--- config.mk ---
export PLATFORM = sky130hd
export DESIGN_NAME = uart_cmd_parser
export DESIGN_NICKNAME = d
export VERILOG_FILES = /design/src/rtl/uart_cmd_pkg.sv /design/src/rtl/uart_cmd_frame_timer.sv /design/src/rtl/uart_cmd_parser.sv
export SDC_FILE = /design/constraint.sdc
export NUM_CORES = 1
export LEC_CHECK = 0
export ABC_AREA = 1
export CAP_MARGIN = 0
export CORE_MARGIN = 2
export CORE_UTILIZATION = 46
export DETAILED_ROUTE_END_ITERATION = 6
export PLACE_DENSITY = 0.78
export SYNTH_ARGS = -nofsm -noshare
export SYNTH_HDL_FRONTEND = slang
export SYNTH_SLANG_ARGS = --single-unit
--- constraint.sdc ---
create_clock -name clk -period 1.4 [get_ports clk]
set_input_delay 0.21 -clock clk [delete_from_list [all_inputs] [get_ports clk]]
set_output_delay 0.21 -clock clk [all_outputs]
set_load 0.02 [all_outputs]
--- src/rtl/uart_cmd_pkg.sv ---
// -----------------------------------------------------------------------------
// uart_cmd_pkg
// Shared definitions for the UART command parser.
//   - Opcode byte values recognised in IDLE.
//   - FSM state encoding. It is shared so the parser, the frame timer and any
//     checker bound to the debug state port agree on one encoding.
//   - Width of the ALU function field.
// -----------------------------------------------------------------------------
package uart_cmd_pkg;

   localparam logic [7:0] OPC_WRITE   = 8'hAA;  // write: addr, data
   localparam logic [7:0] OPC_READ    = 8'hBB;  // read: addr
   localparam logic [7:0] OPC_ALU_OP  = 8'hCC;  // ALU with operands: A, B, fun
   localparam logic [7:0] OPC_ALU_NOP = 8'hDD;  // ALU without operands: fun

   localparam int ALU_FUN_W = 4;

   typedef enum logic [2:0] {
      S_IDLE    = 3'd0,
      S_WR_ADDR = 3'd1,
      S_WR_DATA = 3'd2,
      S_RD_ADDR = 3'd3,
      S_ALU_OPA = 3'd4,
      S_ALU_OPB = 3'd5,
      S_ALU_FUN = 3'd6
   } state_t;

endpackage

--- src/rtl/uart_cmd_frame_timer.sv ---
// -----------------------------------------------------------------------------
// uart_cmd_frame_timer
// Inter-byte silence counter for one command frame. Only instantiated when
// UART_CMD_FRAME_TIMEOUT_EN is defined.
//
// Ports
//   clk        in   clock
//   rst        in   asynchronous active-low reset
//   i_clear    in   hold the count at zero (parser idle, or a byte accepted)
//   o_expired  out  count has reached Timeout_Cycles-1
//
// The counter saturates at Timeout_Cycles-1 so o_expired cannot wrap away if
// the parser is slow to clear it.
// -----------------------------------------------------------------------------
module uart_cmd_frame_timer #(
   parameter int Timeout_Cycles = 4096
) (
   input  logic clk,
   input  logic rst,
   input  logic i_clear,
   output logic o_expired
);

   localparam int Cnt_W = (Timeout_Cycles > 1) ? $clog2(Timeout_Cycles) : 1;
   localparam logic [Cnt_W-1:0] Cnt_Last = Cnt_W'(Timeout_Cycles - 1);

   logic [Cnt_W-1:0] r_count;

   always_ff @(posedge clk or negedge rst) begin
      if (!rst) begin
         r_count <= '0;
      end else if (i_clear) begin
         r_count <= '0;
      end else if (r_count != Cnt_Last) begin
         r_count <= r_count + 1'b1;
      end
   end

   assign o_expired = (r_count == Cnt_Last);

endmodule

--- src/rtl/uart_cmd_parser.sv ---
// -----------------------------------------------------------------------------
// uart_cmd_parser
// Decodes byte frames from a UART receiver into register read/write strobes
// and ALU start requests.
//
// Frames (first byte is the opcode):
//   0xAA addr data     -> Wr_En
//   0xBB addr          -> Rd_En
//   0xCC opa opb fun   -> ALU_En
//   0xDD fun           -> ALU_En (Op_A/Op_B keep their previous values)
//
// Ports
//   clk, rst               clock, asynchronous active-low reset
//   RX_P_Data              received byte
//   RX_Data_Valid          one-cycle byte strobe; the only cycles the FSM moves
//                          (apart from a frame timeout)
//   RX_Par_Err, RX_Stp_Err byte corruption flags; a corrupted byte is dropped,
//                          the frame abandoned and Cmd_Err pulsed
//   Wr_En, Rd_En, ALU_En   one-cycle strobes, the cycle after the final byte
//   Address, Wr_Data       register interface fields
//   ALU_Fun, Op_A, Op_B    ALU interface fields
//   Cmd_Err                one-cycle pulse: bad opcode, corrupted byte, timeout
//   Busy                   FSM not in IDLE
//   Dbg_State              current FSM state
//
// Handshake: a byte is taken in exactly the cycles where RX_Data_Valid is 1;
// there is no back-pressure. All outputs are registers updated on that edge,
// so a strobe and the fields it qualifies appear together the next cycle.
//
// Configuration: define UART_CMD_FRAME_TIMEOUT_EN to build the frame timer.
// Without it the parser waits indefinitely between bytes of a frame.
// -----------------------------------------------------------------------------
module uart_cmd_parser
   import uart_cmd_pkg::*;
#(
   parameter int Data_Width     = 8,
   parameter int Addr_Width     = 4,
   parameter int Timeout_Cycles = 4096
) (
   input  logic                  clk,
   input  logic                  rst,
   input  logic [Data_Width-1:0] RX_P_Data,
   input  logic                  RX_Data_Valid,
   input  logic                  RX_Par_Err,
   input  logic                  RX_Stp_Err,
   output logic                  Wr_En,
   output logic                  Rd_En,
   output logic [Addr_Width-1:0] Address,
   output logic [Data_Width-1:0] Wr_Data,
   output logic                  ALU_En,
   output logic [ALU_FUN_W-1:0]  ALU_Fun,
   output logic [Data_Width-1:0] Op_A,
   output logic [Data_Width-1:0] Op_B,
   output logic                  Cmd_Err,
   output logic                  Busy,
   output state_t                Dbg_State
);

   // Opcodes widened to the byte width so decode compares the full byte.
   localparam logic [Data_Width-1:0] Opc_Wr     = Data_Width'(OPC_WRITE);
   localparam logic [Data_Width-1:0] Opc_Rd     = Data_Width'(OPC_READ);
   localparam logic [Data_Width-1:0] Opc_Alu_Op = Data_Width'(OPC_ALU_OP);
   localparam logic [Data_Width-1:0] Opc_Alu_Np = Data_Width'(OPC_ALU_NOP);

   state_t                r_state;
   logic                  r_wr_en;
   logic                  r_rd_en;
   logic                  r_alu_en;
   logic                  r_cmd_err;
   logic [Addr_Width-1:0] r_address;
   logic [Data_Width-1:0] r_wr_data;
   logic [ALU_FUN_W-1:0]  r_alu_fun;
   logic [Data_Width-1:0] r_op_a;
   logic [Data_Width-1:0] r_op_b;

   logic                  w_byte_bad;
   logic                  w_timeout;

   assign w_byte_bad = RX_Par_Err | RX_Stp_Err;

`ifdef UART_CMD_FRAME_TIMEOUT_EN
   logic w_timer_clear;
   logic w_timer_expired;

   // The timer runs only while a frame is open and restarts on every byte.
   assign w_timer_clear = (r_state == S_IDLE) | RX_Data_Valid;

   uart_cmd_frame_timer #(
      .Timeout_Cycles (Timeout_Cycles)
   ) u_frame_timer (
      .clk       (clk),
      .rst       (rst),
      .i_clear   (w_timer_clear),
      .o_expired (w_timer_expired)
   );

   // The saturated count is still visible for the first cycle back in IDLE;
   // gating on state keeps a single expiry from raising Cmd_Err twice.
   assign w_timeout = w_timer_expired & (r_state != S_IDLE);
`else
   // No timer is built; the parameter is only referenced so the interface
   // stays identical between builds. This is a constant 0.
   assign w_timeout = (Timeout_Cycles < 0);
`endif

   always_ff @(posedge clk or negedge rst) begin
      if (!rst) begin
         r_state   <= S_IDLE;
         r_wr_en   <= 1'b0;
         r_rd_en   <= 1'b0;
         r_alu_en  <= 1'b0;
         r_cmd_err <= 1'b0;
         r_address <= '0;
         r_wr_data <= '0;
         r_alu_fun <= '0;
         r_op_a    <= '0;
         r_op_b    <= '0;
      end else begin
         // Strobes are single-cycle unless re-asserted below.
         r_wr_en   <= 1'b0;
         r_rd_en   <= 1'b0;
         r_alu_en  <= 1'b0;
         r_cmd_err <= 1'b0;

         if (RX_Data_Valid) begin
            if (w_byte_bad) begin
               // Corrupted byte: never decoded, frame abandoned.
               r_state   <= S_IDLE;
               r_cmd_err <= 1'b1;
            end else begin
               case (r_state)
                  S_IDLE: begin
                     case (RX_P_Data)
                        Opc_Wr:     r_state <= S_WR_ADDR;
                        Opc_Rd:     r_state <= S_RD_ADDR;
                        Opc_Alu_Op: r_state <= S_ALU_OPA;
                        Opc_Alu_Np: r_state <= S_ALU_FUN;
                        default:    r_cmd_err <= 1'b1;
                     endcase
                  end
                  S_WR_ADDR: begin
                     r_address <= RX_P_Data[Addr_Width-1:0];
                     r_state   <= S_WR_DATA;
                  end
                  S_WR_DATA: begin
                     r_wr_data <= RX_P_Data;
                     r_wr_en   <= 1'b1;
                     r_state   <= S_IDLE;
                  end
                  S_RD_ADDR: begin
                     r_address <= RX_P_Data[Addr_Width-1:0];
                     r_rd_en   <= 1'b1;
                     r_state   <= S_IDLE;
                  end
                  S_ALU_OPA: begin
                     r_op_a  <= RX_P_Data;
                     r_state <= S_ALU_OPB;
                  end
                  S_ALU_OPB: begin
                     r_op_b  <= RX_P_Data;
                     r_state <= S_ALU_FUN;
                  end
                  S_ALU_FUN: begin
                     r_alu_fun <= RX_P_Data[ALU_FUN_W-1:0];
                     r_alu_en  <= 1'b1;
                     r_state   <= S_IDLE;
                  end
                  default: begin
                     r_state <= S_IDLE;
                  end
               endcase
            end
         end else if (w_timeout) begin
            // A byte in the expiry cycle takes the branch above instead.
            r_state   <= S_IDLE;
            r_cmd_err <= 1'b1;
         end
      end
   end

   assign Wr_En     = r_wr_en;
   assign Rd_En     = r_rd_en;
   assign ALU_En    = r_alu_en;
   assign Cmd_Err   = r_cmd_err;
   assign Address   = r_address;
   assign Wr_Data   = r_wr_data;
   assign ALU_Fun   = r_alu_fun;
   assign Op_A      = r_op_a;
   assign Op_B      = r_op_b;
   assign Busy      = (r_state != S_IDLE);
   assign Dbg_State = r_state;

endmodule

==> results by group, run 1 <==
Worst hold path
  • Worst min path class: in2async

STA
  • Max Freq: 0.750 GHz
  • Slew Limit Fails: 0
  • Part of the cycle the worst path needs: 95.3%
  • RSZ-0062 raised after global routing: yes
  • Skew final: 0.00715 ns
  • Final Setup Violations: 0
  • Max-slew headroom: 82.8%
  • Slew @ Worst Pin: 0.258 ns
  • Final hold vios: 0
  • Worst setup margin: 0.0660 ns
  • Minimum hold slack: 0.415 ns
  • Final min period: 1.33 ns

Finish
  • Post-route cell area: 2620 um2
  • Final Core Density: a little under three quarters
  • NumNets Final: 275
  • Antenna diodes: 0
  • Syn-to-layout area delta: 47.3%
  • Share of cells above drive strength 1: roughly 28%

Worst setup path
  • Worst r2r dst: Wr_Data[5]
  • Crit path max-delay family: simple AND/OR/NAND/NOR gates
  • CP startpoint kind: flop
  • Peak fanout along the critical path: 17
  • Worst R2R Setup Slack: 0.07 ns
  • Crit path DAT: around 1.5 ns
  • Critical path cell sequence: buf_4 > nor2_4 > nand3_4 > nand2_1 > o21ai_2
  • Worst r2r src: Dbg_State[0]
  • Crit path buf inv count: 1
  • R2R depth: 5
  • Worst endpoint required time: 1.57 ns
  • WS Path Type: reg2reg
  • CP Capture Type: flop
  • Crit-path slowest cell: dfrtp_1
  • Slowest stage delay, CP: ~0.43 ns

Floorplanning
  • Die W: 66.2 um
  • I/O pins: 53
  • Core Area: 3690 um2
  • Starting density of the core: between 40 and 50%
  • Die height: approximately 66 um
  • Core Rows: 22
  • DIE AREA: 4380 um2

Global routing
  • Total GRT Usage: 20.2%
  • Vias in the first global route: about 1.5k
  • First-pass GRT wire length: about 6.7 mm
  • Largest net degree at the start of global routing: 40
  • Initial antenna violation count: 0
  • Total gr overflow: 0

Clock network
  • Clock latency on the worst-skew pair: 0.29 ns
  • TritonCTS Buffers: 5
  • Root Buffer: clkbuf_8
  • CTS tree: built
  • H-tree levels: 2
  • Clock Tree Buf Depth: 2
  • Clock Pin Slew Worst Setup and Hold Paths: roughly 0.070 ns
  • Clock sinks: 39

Place
  • I/O Buffers: 52
  • HPWL Detailed: 2.84 mm
  • Pre-CTS setup slack: -0.272 ns
  • Cell Area, Placed: 2510 um2
  • GPL Wtd Cong: 0.835

Power and ir drop
  • Static Leak: 1.42 nW
  • Total power: about 2.9 mW
  • Peak VDD IR: 0.700 mV
  • Power density cells: 1100 nW/um2

Route
  • Remaining DRCs: 0
  • Drt via density: 4.82
  • 1st-iter DRT viols: 66
  • Post-Route WL: 3.89 mm
  • Detailed-router iteration count before antenna repair: 4
  • Routed Antenna Nets: 0
  • WL per Instance: about 13 um
  • Vias post-DR: 1500

Logic synthesis
  • Register area share after synthesis: a little over half
  • Yosys reg bits: 39
  • Top cell type's share of synthesized area: 54.9%
  • Syn Area/Cell: 9.72 um2
  • Most area-consuming cells after synthesis: dfrtp_1, nand2_1, o21ai_2
  • Cell taking the most area after synthesis: dfrtp_1
  • Synth warn: 0
  • Synth Net Count: 196
  • Mapped Area: 1780 um2
  • Cell variety after synth: 21
  • Post-Synthesis Cells: about 180

Outcome
  • Status: finished clean

Job
  • Max_cap viols: 0
==> worst min-delay path: cells and delay by family <==
kind	cells	cell delay [ns]
buffers and inverters	3	0.86
==> cells in the mapped netlist, drive strengths merged <==
library cell,instances
nand2,63
o22ai,1
or2,1
nand4,2
a21oi,2
inv,16
buf,3
nand3,5
nor2,16
dfrtp,39
o21ai,35
==> cell type report <==
type                    instances  area, um2
flip-flops and latches         39        977
repair buffers                 75        662
well taps                      48       60.1
clock buffers                   5       68.8
inverters                      16       62.6
clock inverters                 3       43.8
multi-input cells             125        746
fillers                       310       1070
==> registers in the layout, summed over array words and instances (netlist names), 3 cells and up <==
name,flops
ALU_Fun,4
Address,4
Dbg_State,3
Op_A,8
Op_B,8
Wr_Data,8
==> timing repair <==
item / 4_1_cts / 5_1_grt
endpoints found under the hold margin: 39 / 0
setup buffers: 0 / 1
pin swaps: 0 / 7
endpoints found under the setup margin: 43 / 9
hold buffers: 1 / 0
gates resized for setup: 45 / 10
==> layer usage <==
metal | vias up | wire length, um | global-route usage (%)
li1 | 745 | - | -
met1 | 698 | 1680 | 25.1
met2 | 50 | 1940 | 34.9
met3 | 7 | 203 | 3.41
met4 | 0 | 62 | 7.65
met5 | - | 0 | 0
==> through the flow <==
stage | setup TNS (ns) | instances
final | 0 | 311
after global routing | -0.0943 | 311
after CTS | 0 | 311
after detailed placement | -6.99 | 302
after global placement | -6.44 | 302
after floorplan | 0 | 183
==> layout by cell type (no fill, tap or decap) <==
cell             synthesis  routed
buf_2                    0       2
nand2_4                  1       1
clkdlybuf4s50_1          0      11
o21ai_0                  9       7
nor2_1                  12      10
clkbuf_8                 0       5
bufinv_16                0       1
dlygate4sd3_1            0       1
clkinv_4                 0       1
clkinv_2                 0       1
a21oi_1                  2       2
inv_1                   15      15
nor2_2                   2       3
o22ai_1                  1       1
nand3_2                  2       1
buf_4                    0      20
nand4_4                  1       1
nand4_1                  1       1
buf_12                   0       2
dlygate4sd2_1            0      39
or2_4                    1       1
dfrtp_1                 39      38
o21ai_1                  3       4
nor2_8                   1       1
nand2_1                 62      60
inv_4                    1       1
nand2_2                  0       2
nand3_4                  2       4
dfrtp_2                  0       1
o21ai_2                 23      24
nor2_4                   1       2
==> worst max path at each step <==
stage,from,endpoint,slack [ns],cells past startpoint
after floorplan,Dbg_State[1],Wr_Data[5],0.02,6
after global placement,RX_Stp_Err,ALU_Fun[3],-0.21,7
after detailed placement,RX_Stp_Err,ALU_Fun[0],-0.27,6
after CTS,Dbg_State[1],Busy,0.005,3
after global routing,Dbg_State[0],Op_A[4],-0.03,6
final,Dbg_State[0],Wr_Data[5],0.07,5
==> where the power goes <==
| part | switching [mW] | total, mW | internal, mW |
|---|---|---|---|
| Clock | 0.389 | 0.919 | 0.530 |
| Sequential | 0.0625 | 1.30 | 1.24 |
| Combinational | 0.390 | 0.669 | 0.279 |
| Total | 0.841 | 2.89 | 2.05 |
==> cells by family (layout without fill, tap and decap cells) <==
kind of cell | count (synthesis) | in the layout | synth area share [%]
AO/OA/AOI/OAI | 38 | 38 | 15.6
AND/OR/NAND/NOR | 87 | 87 | 24.1
buffers and inverters | 19 | 99 | 5.41
flip-flops | 39 | 39 | 54.9
No activity file was read; power rests on OpenSTA's default activity.
==> inputs of run 2 (changes only) <==
Settings changed: CTS_CLUSTER_DIAMETER set to 120.
==> results of run 2 <==
Same layout as run 1: the final DEF is identical, and so are final timing and power.
==> inputs of run 3 (changes only) <==
Settings changed: CORE_UTILIZATION 46 to 50, PLACE_DENSITY 0.78 to 0.84.
Clock period 1.4 ns to 1.7 ns, I/O delays scaled along.
==> results by group, run 3 (synthesized netlist as in run 1, its figures left out) <==
Clock network
  • Clock sinks: 39 (unchanged)
  • Post-CTS Setup Bufs: 0 (unchanged)
  • Root Buffer: clkbuf_4
  • TritonCTS Buffers: 5 (unchanged)
  • H-tree levels: 2 (unchanged)
  • CTS tree: built
  • Clock Tree Buf Depth: 2 (unchanged)
  • Clock Pin Slew Worst Setup and Hold Paths: 0.12 ns (+0.05 ns)
  • Clock latency on the worst-skew pair: 0.34 ns (+0.05 ns)

Worst setup path
  • Worst endpoint required time: 1.44 ns (-0.13 ns)
  • R2R depth: 5 (unchanged)
  • Crit path DAT: 1.37 ns (-0.13 ns)
  • WS Path Type: reg2out
  • Worst r2r src: Dbg_State[0]
  • CP Capture Type: output port
  • Peak fanout along the critical path: 5 (-12)
  • CP startpoint kind: flop
  • Crit path launch: Dbg_State[1]

Power and ir drop
  • Power density cells: 962 nW/um2 (-13%)
  • Peak VDD IR: 0.433 mV (-38%)
  • Total power: 2.41 mW (-17%)
  • Static Leak: 1.20 nW (-15%)

Place
  • GPL Wtd Cong: 0.876 (+4.9%)
  • HPWL Detailed: 2.66 mm (-6.4%)
  • Cell Area, Placed: 2390 um2 (-4.7%)
  • I/O Buffers: 52 (unchanged)

STA
  • RSZ-0062 raised after global routing: no
  • Final min period: between 1.5 and 2 ns
  • Max Freq: 0.614 GHz
  • Skew final: 0.00727 ns (+0.000123 ns)
  • Slew Limit Fails: 0 (unchanged)
  • Part of the cycle the worst path needs: 95.8%
  • Final Setup Violations: 0 (unchanged)
  • Slew @ Worst Pin: 0.480 ns (+0.222 ns)
  • Max-slew headroom: 68.0% (-15 points)
  • Final hold vios: 0 (unchanged)

Finish
  • Highest-count cells in the layout ignoring fill and taps: nand2_1, clkdlybuf4s50_1, dfrtp_1, o21ai_2, inv_1
  • NumNets Final: 263 (-4.4%)
  • Antenna diodes: 0 (unchanged)
  • Fillers: 257 (-17%)
  • Leading cell type in the layout, fill and taps excluded: nand2_1
  • Syn-to-layout area delta: 40.8%
  • Post-route cell area: 2500 um2 (-4.4%)
  • Share of cells above drive strength 1: 21.5% (-6.6 points)

Route
  • Detailed-router iteration count before antenna repair: 4 (unchanged)
  • 1st-iter DRT viols: 82 (+24%)
  • WL per Instance: 12.2 um (-2.4%)
  • Post-Route WL: 3.63 mm (-6.8%)
  • Routed Antenna Nets: 0 (unchanged)
  • Drt via density: 4.78 (-0.94%)
  • Vias post-DR: 1419 (-5.4%)
  • Remaining DRCs: 0 (unchanged)

Floorplanning
  • Starting density of the core: 52.5% (+4.3 points)
  • DIE AREA: 4050 um2 (-7.5%)
  • Core Rows: 21 (-4.5%)
  • I/O pins: 53 (unchanged)
  • Core Area: 3390 um2 (-8.1%)
  • Die height: 63.7 um (-3.8%)
  • Die W: 63.7 um (-3.8%)

Global routing
  • Largest net degree at the start of global routing: 40 (unchanged)
  • Total GRT Usage: 19.9% (-0.30 points)
  • Initial antenna violation count: 0 (unchanged)
  • First-pass GRT wire length: 6.19 mm (-7.8%)
  • Vias in the first global route: 1327 (-11%)
  • Total gr overflow: 0 (unchanged)

Outcome
  • Status: finished clean

Job
  • Max_cap viols: 0 (unchanged)

Worst hold path
  • Worst min path class: in2async
==> run 3: worst max-delay path, cell delays in order, from the launching register on <==
cell	delay, ns
dfrtp_2	0.47
nor2_4	0.17
nand2_4	0.08
dlygate4sd2_1	0.32
==> run 3: report_power, final <==
group | switching [mW] | total, mW | internal, mW
sequential | 0.0549 | 1.07 | 1.02
combinational | 0.310 | 0.578 | 0.268
clock | 0.300 | 0.759 | 0.459
==> run 3: final timing paths <==
check                                to  slack, ns
max in group asynchronous  Dbg_State[1]       0.86
hold / removal               Wr_Data[0]       0.48
setup reg to reg             Wr_Data[6]       0.32
setup / recovery                   Busy       0.07
min in group clk                Op_A[1]       0.50
hold reg to reg                 Op_A[1]       0.50
==> run 3: stage by stage <==
stage / util (%) / setup TNS, ns / cells / hold slack [ns] / setup slack [ns]
after floorplan: - / 0 / 183 / -0.0406 / 0.317
after global routing: 73.9 / 0 / 297 / 0.496 / 0.00956
after CTS: 73.8 / 0 / 297 / 0.487 / 0.0178
after global placement: 70.6 / 0 / 288 / 0.332 / 0.0278
after detailed placement: 70.6 / -0.00105 / 288 / 0.334 / -0.00105
final: 73.9 / 0 / 297 / 0.484 / 0.0716
==> run 3: cell type report <==
cell class | count | area, um2 | area share [%]
flip-flops and latches | 39 | 977 | 39.0
multi-input cells | 125 | 707 | 28.2
repair buffers | 63 | 599 | 23.9
inverters | 16 | 62.6 | 2.50
clock inverters | 2 | 60.1 | 2.40
well taps | 46 | 57.6 | 2.30
clock buffers | 6 | 41.3 | 1.65
==> run 3: metal layers <==
metal | vias to the layer above | global-route usage (%) | share of wire (%)
met2 | 46 | 32.1 | 47
li1 | 719 | - | -
met4 | 0 | 8.15 | 1.5
met1 | 650 | 26.3 | 47
met3 | 4 | 3.75 | 4.7
met5 | - | 0 | 0
==> run 3: what timing repair did <==
| item | 4_1_cts | 5_1_grt |
|---|---|---|
| hold buffers | 1 | 0 |
| gates resized for setup | 3 | 2 |
| endpoints found under the hold margin | 39 | 0 |
| setup endpoints to repair | 3 | 1 |
| pin swaps | 0 | 1 |
